## src/rtl/bram1be_arbiter.sv

```systemverilog
// -----------------------------------------------------------------------------
// bram1be_arbiter
//   Two requesters (A, B) share one single-ported, byte-enable BRAM.
//   Round-robin arbitration issues at most one access per cycle. Read data is
//   captured from the BRAM after its fixed latency and queued in a per-port
//   4-deep response FIFO, in issue order. Writes produce no response.
//
// Ports
//   CLK, RST_N                  clock, asynchronous active-low reset
//   {A,B}_REQ_VALID/READY       request handshake (READY = grant, combinational)
//   {A,B}_REQ_WE/ADDR/DATA      lane write enables (all-zero = read), address, data
//   {A,B}_RSP_VALID/READY/DATA  read-response handshake and data
//   BRAM_EN/WE/ADDR/DI          issued access towards the BRAM
//   BRAM_DO                     BRAM read data
// -----------------------------------------------------------------------------
module bram1be_arbiter #(
  parameter int PIPELINED  = 0,
  parameter int ADDR_WIDTH = 1,
  parameter int DATA_WIDTH = 8,
  parameter int CHUNKSIZE  = 8,
  parameter int WE_WIDTH   = 1
) (
  input  logic                  CLK,
  input  logic                  RST_N,

  input  logic                  A_REQ_VALID,
  output logic                  A_REQ_READY,
  input  logic [WE_WIDTH-1:0]   A_REQ_WE,
  input  logic [ADDR_WIDTH-1:0] A_REQ_ADDR,
  input  logic [DATA_WIDTH-1:0] A_REQ_DATA,
  output logic                  A_RSP_VALID,
  input  logic                  A_RSP_READY,
  output logic [DATA_WIDTH-1:0] A_RSP_DATA,

  input  logic                  B_REQ_VALID,
  output logic                  B_REQ_READY,
  input  logic [WE_WIDTH-1:0]   B_REQ_WE,
  input  logic [ADDR_WIDTH-1:0] B_REQ_ADDR,
  input  logic [DATA_WIDTH-1:0] B_REQ_DATA,
  output logic                  B_RSP_VALID,
  input  logic                  B_RSP_READY,
  output logic [DATA_WIDTH-1:0] B_RSP_DATA,

  output logic                  BRAM_EN,
  output logic [WE_WIDTH-1:0]   BRAM_WE,
  output logic [ADDR_WIDTH-1:0] BRAM_ADDR,
  output logic [DATA_WIDTH-1:0] BRAM_DI,
  input  logic [DATA_WIDTH-1:0] BRAM_DO
);

  localparam int L     = 1 + PIPELINED;  // BRAM read latency in cycles
  localparam int DEPTH = 4;              // response FIFO depth == read credit limit

  typedef enum logic {PORT_A = 1'b0, PORT_B = 1'b1} port_e;

  if (DATA_WIDTH != CHUNKSIZE * WE_WIDTH) begin : g_bad_cfg
    $error("bram1be_arbiter: DATA_WIDTH must equal CHUNKSIZE*WE_WIDTH");
  end

  // Per-port views so the two ports share one description.
  logic                  w_req_valid [2];
  logic [WE_WIDTH-1:0]   w_req_we    [2];
  logic [ADDR_WIDTH-1:0] w_req_addr  [2];
  logic [DATA_WIDTH-1:0] w_req_data  [2];
  logic                  w_rsp_ready [2];
  logic                  w_elig      [2];
  logic                  w_grant     [2];
  logic                  w_push      [2];
  logic                  w_pop       [2];
  logic [2:0]            w_inflight  [2];

  assign w_req_valid[0] = A_REQ_VALID;  assign w_req_valid[1] = B_REQ_VALID;
  assign w_req_we[0]    = A_REQ_WE;     assign w_req_we[1]    = B_REQ_WE;
  assign w_req_addr[0]  = A_REQ_ADDR;   assign w_req_addr[1]  = B_REQ_ADDR;
  assign w_req_data[0]  = A_REQ_DATA;   assign w_req_data[1]  = B_REQ_DATA;
  assign w_rsp_ready[0] = A_RSP_READY;  assign w_rsp_ready[1] = B_RSP_READY;

  // Read-tracking shift register: {valid, port} per issue slot.
  logic [L-1:0]          r_pipe_v;
  logic [L-1:0]          r_pipe_p;
  port_e                 r_prio;

  // Response FIFO state.
  logic [DATA_WIDTH-1:0] r_fifo_mem [2][DEPTH];
  logic [1:0]            r_wr_ptr   [2];
  logic [1:0]            r_rd_ptr   [2];
  logic [2:0]            r_cnt      [2];

  // NOTE: every variable assigned in always_comb gets a default before any
  // conditional update, so no path can leave it unassigned (no latch).
  always_comb begin
    for (int p = 0; p < 2; p++) begin
      w_inflight[p] = '0;
      for (int s = 0; s < L; s++) begin
        if (r_pipe_v[s] && (r_pipe_p[s] == 1'(p))) begin
          w_inflight[p] = w_inflight[p] + 3'd1;
        end
      end
    end
  end

  for (genvar g = 0; g < 2; g++) begin : g_port
    logic       w_is_rd;
    logic [2:0] w_credit;

    assign w_is_rd  = ~|w_req_we[g];
    // Credit counts reads already owed to this port (queued or in the BRAM);
    // capping it at DEPTH makes FIFO overflow impossible.
    assign w_credit = r_cnt[g] + w_inflight[g];
    // RST_N gating keeps grants (and hence BRAM_EN) low throughout reset.
    assign w_elig[g] = RST_N && w_req_valid[g] && (!w_is_rd || (w_credit < 3'(DEPTH)));
    assign w_push[g] = r_pipe_v[L-1] && (r_pipe_p[L-1] == 1'(g));
    assign w_pop[g]  = (r_cnt[g] != 3'd0) && w_rsp_ready[g];

    // NOTE: state registers use non-blocking assignments and the asynchronous
    // active-low reset, so every register samples pre-edge values.
    always_ff @(posedge CLK or negedge RST_N) begin
      if (!RST_N) begin
        r_wr_ptr[g] <= '0;
        r_rd_ptr[g] <= '0;
        r_cnt[g]    <= '0;
      end else begin
        if (w_push[g]) r_wr_ptr[g] <= r_wr_ptr[g] + 2'd1;
        if (w_pop[g])  r_rd_ptr[g] <= r_rd_ptr[g] + 2'd1;
        case ({w_push[g], w_pop[g]})
          2'b10:   r_cnt[g] <= r_cnt[g] + 3'd1;
          2'b01:   r_cnt[g] <= r_cnt[g] - 3'd1;
          default: r_cnt[g] <= r_cnt[g];
        endcase
      end
    end

    // NOTE: FIFO storage is deliberately not reset; the reset pointers and
    // count make stale contents unobservable.
    always_ff @(posedge CLK) begin
      if (w_push[g]) r_fifo_mem[g][r_wr_ptr[g]] <= BRAM_DO;
    end

    assert property (@(posedge CLK) disable iff (!RST_N)
                     w_push[g] |-> (r_cnt[g] != 3'(DEPTH)))
      else $error("bram1be_arbiter: response FIFO %0d pushed while full", g);
  end

  // Round-robin grant: a lone eligible port wins; on contention the priority
  // pointer decides.
  logic w_any;
  logic w_win;
  logic w_issue_rd;

  assign w_grant[0] = w_elig[0] && (!w_elig[1] || (r_prio == PORT_A));
  assign w_grant[1] = w_elig[1] && (!w_elig[0] || (r_prio == PORT_B));
  assign w_any      = w_grant[0] || w_grant[1];
  assign w_win      = w_grant[1];
  assign w_issue_rd = w_any && ~|w_req_we[w_win];

  assign BRAM_EN   = w_any;
  assign BRAM_WE   = w_any ? w_req_we[w_win] : '0;
  assign BRAM_ADDR = w_req_addr[w_win];
  assign BRAM_DI   = w_req_data[w_win];

  always_ff @(posedge CLK or negedge RST_N) begin
    if (!RST_N) begin
      r_prio   <= PORT_A;
      r_pipe_v <= '0;
      r_pipe_p <= '0;
    end else begin
      if (w_any) r_prio <= port_e'(~w_win);
      r_pipe_v[0] <= w_issue_rd;
      r_pipe_p[0] <= w_win;
      for (int s = L - 1; s > 0; s--) begin
        r_pipe_v[s] <= r_pipe_v[s-1];
        r_pipe_p[s] <= r_pipe_p[s-1];
      end
    end
  end

  assign A_REQ_READY = w_grant[0];
  assign B_REQ_READY = w_grant[1];
  assign A_RSP_VALID = (r_cnt[0] != 3'd0);
  assign B_RSP_VALID = (r_cnt[1] != 3'd0);
  assign A_RSP_DATA  = r_fifo_mem[0][r_rd_ptr[0]];
  assign B_RSP_DATA  = r_fifo_mem[1][r_rd_ptr[1]];

endmodule

```

## config.mk

```make
export PLATFORM = sky130hd
export DESIGN_NAME = bram1be_arbiter
export DESIGN_NICKNAME = d
export VERILOG_FILES = /design/src/rtl/bram1be_arbiter.sv
export SDC_FILE = /design/constraint.sdc
export NUM_CORES = 1
export LEC_CHECK = 0
export BUFFER_PORTS_ARGS = -buffer_cell sky130_fd_sc_hd__buf_2
export CAP_MARGIN = 30
export CORE_UTILIZATION = 40
export DETAILED_ROUTE_END_ITERATION = 12
export SKIP_CTS_REPAIR_TIMING = 1
export SLEW_MARGIN = 20
export SYNTH_ARGS = -nofsm -noshare
export SYNTH_HDL_FRONTEND = slang
export SYNTH_SLANG_ARGS = --single-unit
export TNS_END_PERCENT = 1
```

## constraint.sdc

```tcl
create_clock -name CLK -period 3.85 [get_ports CLK]
set_clock_uncertainty 0.15 [all_clocks]
set_input_delay 0.77 -clock CLK [delete_from_list [all_inputs] [get_ports CLK]]
set_output_delay 0.77 -clock CLK [all_outputs]
set_load 0.05 [all_outputs]
```

==> results.cfg <==
[run_status]
outcome = complete, no violations

[detailed_routing]
viasPerCell = 4.84
wirelength_mm = 5.59
firstDrtPassIters = 4
vias = 1795
drc = 0
initialDrtViolationCount = 39
ant_nets = 0
wl_per_cell_um = 15.1

[clocking]
clk_latency_ns = 0.33
htree_num_levels = 3
numCtsBuffers = 9
root_buffer = clkbuf_8
cts_sinks = 81
cts_buffer_depth = 2
cts_tree = built
clk_pin_slew_ns = 0.08

[logic_synthesis]
synth_area_um2 = 3460
ys_seq_area_frac = 0.678
synth.avg_cell_area_um2 = 18.2
synthCells = 190
ys_ff_latch = 81
synth_nets = 236
synthDistinctLibCells = 29
synth_warnings = 0

[sta]
drv_slew = 0
rsz0062_at_grt = false
fmaxAchievable_mhz = 303
tns_ns = 0
finalSetupViolations = 0
slew-limit-headroom = 0.598
fin_crit_sh = 0.858
hold_viol_final = 0
tightest_slew_ns = 0.602
min_period_ns = 3.30

[global_routing]
grt_pass1_wl_mm = 9.18
grt_max_degree = 20
grtUsageTotal = 0.141
antenna_found_initial = 0
grt_pass1_vias = 1873
grt_overflow = 0

[setup_path]
worst-path-buf-inv = 2
reg2reg_to = r_cnt[5]
timing.rr.start = r_cnt[5]
cp_top_family = multiplexers
r2r_slack_ns = 1.73
critical_path_arrival_ns = 2.38
end_kind = primary output
worst_path_largest_cell_delay_ns = 0.48
start_kind = flop
crit_fanout = 11
critical_path.slowest_cell = dfrtp_1
ff2ff_path_depth = 8
required_ns = 2.93
path_class = reg2out
crit_chain = nand4_1 -> mux2_4 -> a311oi_2 -> buf_4 -> mux2_2 -> buf_2

[final_layout]
nets = 307
drive_gt1_frac = 0.414
syn_to_final_growth_pct = 18.2
instances_no_fill = 371
fillers = 728
antenna_cells = 0
final_area_um2 = 4090

[floorplan]
num_rows = 33
die_h_um = 95.1
pin_count = 65
dieArea_um2 = 9040
core_region_area_um2 = 8300
dieWidth_um = 95.1
start_util = 0.417

[placed_design]
placed_area_um2 = 3900
dpl.cell_count = 355
gp_congestion = 0.721
dp_hpwl_mm = 3.89
io_buffers = 64

[power_and_ir_drop]
vdd_drop_max_mv = 0.340
power_frac_comb = 0.365
p_switching_w = 0.00111
sw_frac_of_total = 0.389
pwr-share-clk = 0.209
p_leak_nw = 1.61
powerDensity_nw_per_um2 = 700
power.total_w = 0.00286
pwr-share-seq = 0.427
internal_power_w = 0.00175

[min_path]
min_path_type = in2async

[flow_run]
cap_violations = 0
==> worst register-to-register path: cells and delay by family (launching register included) <==
kind	cells	cell delay (ns)
simple gates	3	0.67
flops	1	0.42
xor+xnor	2	0.29
fa+ha+maj	2	0.41
buf+inv	1	0.07
==> worst max-delay path by stage <==
stage | endpoint | start | depth (start not counted)
6_report | BRAM_ADDR | r_pipe_v | 6
5_1_grt | BRAM_WE | r_pipe_v | 7
4_1_cts | BRAM_ADDR | r_pipe_v | 6
3_5_place_dp | BRAM_ADDR | B_REQ_WE | 7
3_3_place_gp | BRAM_ADDR | B_REQ_WE | 7
2_1_floorplan | BRAM_WE | B_REQ_WE | 5
==> area by class of cell <==
class	instances	area, um2	share of cell area
multi-input cells	91	1040	0.254
inverters	12	45.0	0.0110
repair buffers	66	335	0.0819
well taps	105	131	0.0321
clock buffers	10	128	0.0312
flip-flops and latches	81	2350	0.573
clock inverters	6	67.6	0.0165
==> metrics by stage <==
step                      utilization  worst slack, ns  hold slack [ns]
after floorplan                     -            0.435            0.320
after global placement          0.470            0.665            0.351
after detailed placement        0.470            0.652            0.355
after CTS                       0.493            0.512            0.260
after global routing            0.493            0.338            0.268
final                           0.493            0.548            0.259
==> routing by layer <==
layer / share of wire / GRT usage / vias to the layer above
li1: - / - / 852
met1: 0.45 / 0.173 / 877
met2: 0.49 / 0.239 / 64
met3: 0.051 / 0.0447 / 2
met4: 0.0041 / 0.0379 / 0
met5: 0 / 0 / -
==> kinds of logic (layout without fill, tap and decap cells) <==
group / count (synthesis) / after routing / synth area share
flops: 81 / 81 / 0.678
mux: 31 / 31 / 0.161
simple gates: 31 / 31 / 0.0502
buf+inv: 18 / 94 / 0.0224
fa+ha+maj: 12 / 12 / 0.0477
xor+xnor: 12 / 12 / 0.0303
compound gates: 5 / 5 / 0.0108
==> sequential cells by signal (all words and copies together) (netlist names) <==
name / flops
r_pipe_p: 1
r_fifo_mem: 64
r_cnt: 6
r_pipe_v: 1
r_rd_ptr: 4
r_wr_ptr: 4
r_prio: 1
==> synthesized netlist by cell type <==
cell type | instances | area [um2]
and3_1 | 3 | 18.8
o21ai_0 | 1 | 5.00
clkbuf_1 | 1 | 3.75
nor2_1 | 4 | 15.0
nand4b_1 | 1 | 8.76
a21oi_1 | 2 | 10.0
or3_1 | 2 | 12.5
buf_6 | 1 | 11.3
xor2_1 | 6 | 52.6
o21a_1 | 1 | 7.51
and3_2 | 1 | 7.51
mux4_2 | 16 | 360
and2_1 | 8 | 50.1
nor2b_1 | 4 | 25.0
inv_1 | 12 | 45.0
nand4_1 | 1 | 6.26
dfrtp_1 | 17 | 425
nand2_1 | 6 | 22.5
edfxtp_1 | 64 | 1920
and2b_1 | 1 | 7.51
fa_1 | 2 | 40.0
ha_1 | 10 | 125
a311oi_2 | 1 | 15.0
buf_2 | 2 | 10.0
mux2_4 | 9 | 135
mux2_2 | 2 | 22.5
buf_1 | 2 | 7.51
xnor2_1 | 6 | 52.6
mux2i_1 | 4 | 40.0
==> power groups by stage <==
stage / clock network (W) / logic [W] / registers, W
after floorplan: 0 / 0.000963 / 0.00113
after global placement: 0 / 0.00105 / 0.00125
after detailed placement: 0 / 0.00106 / 0.00125
after CTS: 0.000616 / 0.00106 / 0.00123
after global routing: 0.000651 / 0.00113 / 0.00125
final: 0.000598 / 0.00104 / 0.00122
==> cells in the final DEF (no fill, tap or decap) <==
cell / n
clkinv_4: 1
bufinv_16: 1
dfrtp_1: 17
clkbuf_1: 1
or3_1: 2
and2b_1: 1
and2_1: 8
a311oi_2: 1
xor2_1: 6
inv_1: 12
clkinv_2: 1
nand2_1: 6
nor2b_1: 4
o21a_1: 1
nor2_1: 4
mux2_4: 9
clkinvlp_4: 2
a21oi_1: 2
nand4_1: 1
clkbuf_8: 9
ha_1: 10
nand4b_1: 1
inv_6: 1
buf_2: 64
fa_1: 2
o21ai_0: 1
xnor2_1: 6
edfxtp_1: 64
mux2i_1: 4
mux2_2: 2
and3_2: 1
buf_4: 2
and3_1: 3
mux4_2: 16
Note: power is estimated with default switching activity, not from simulation.
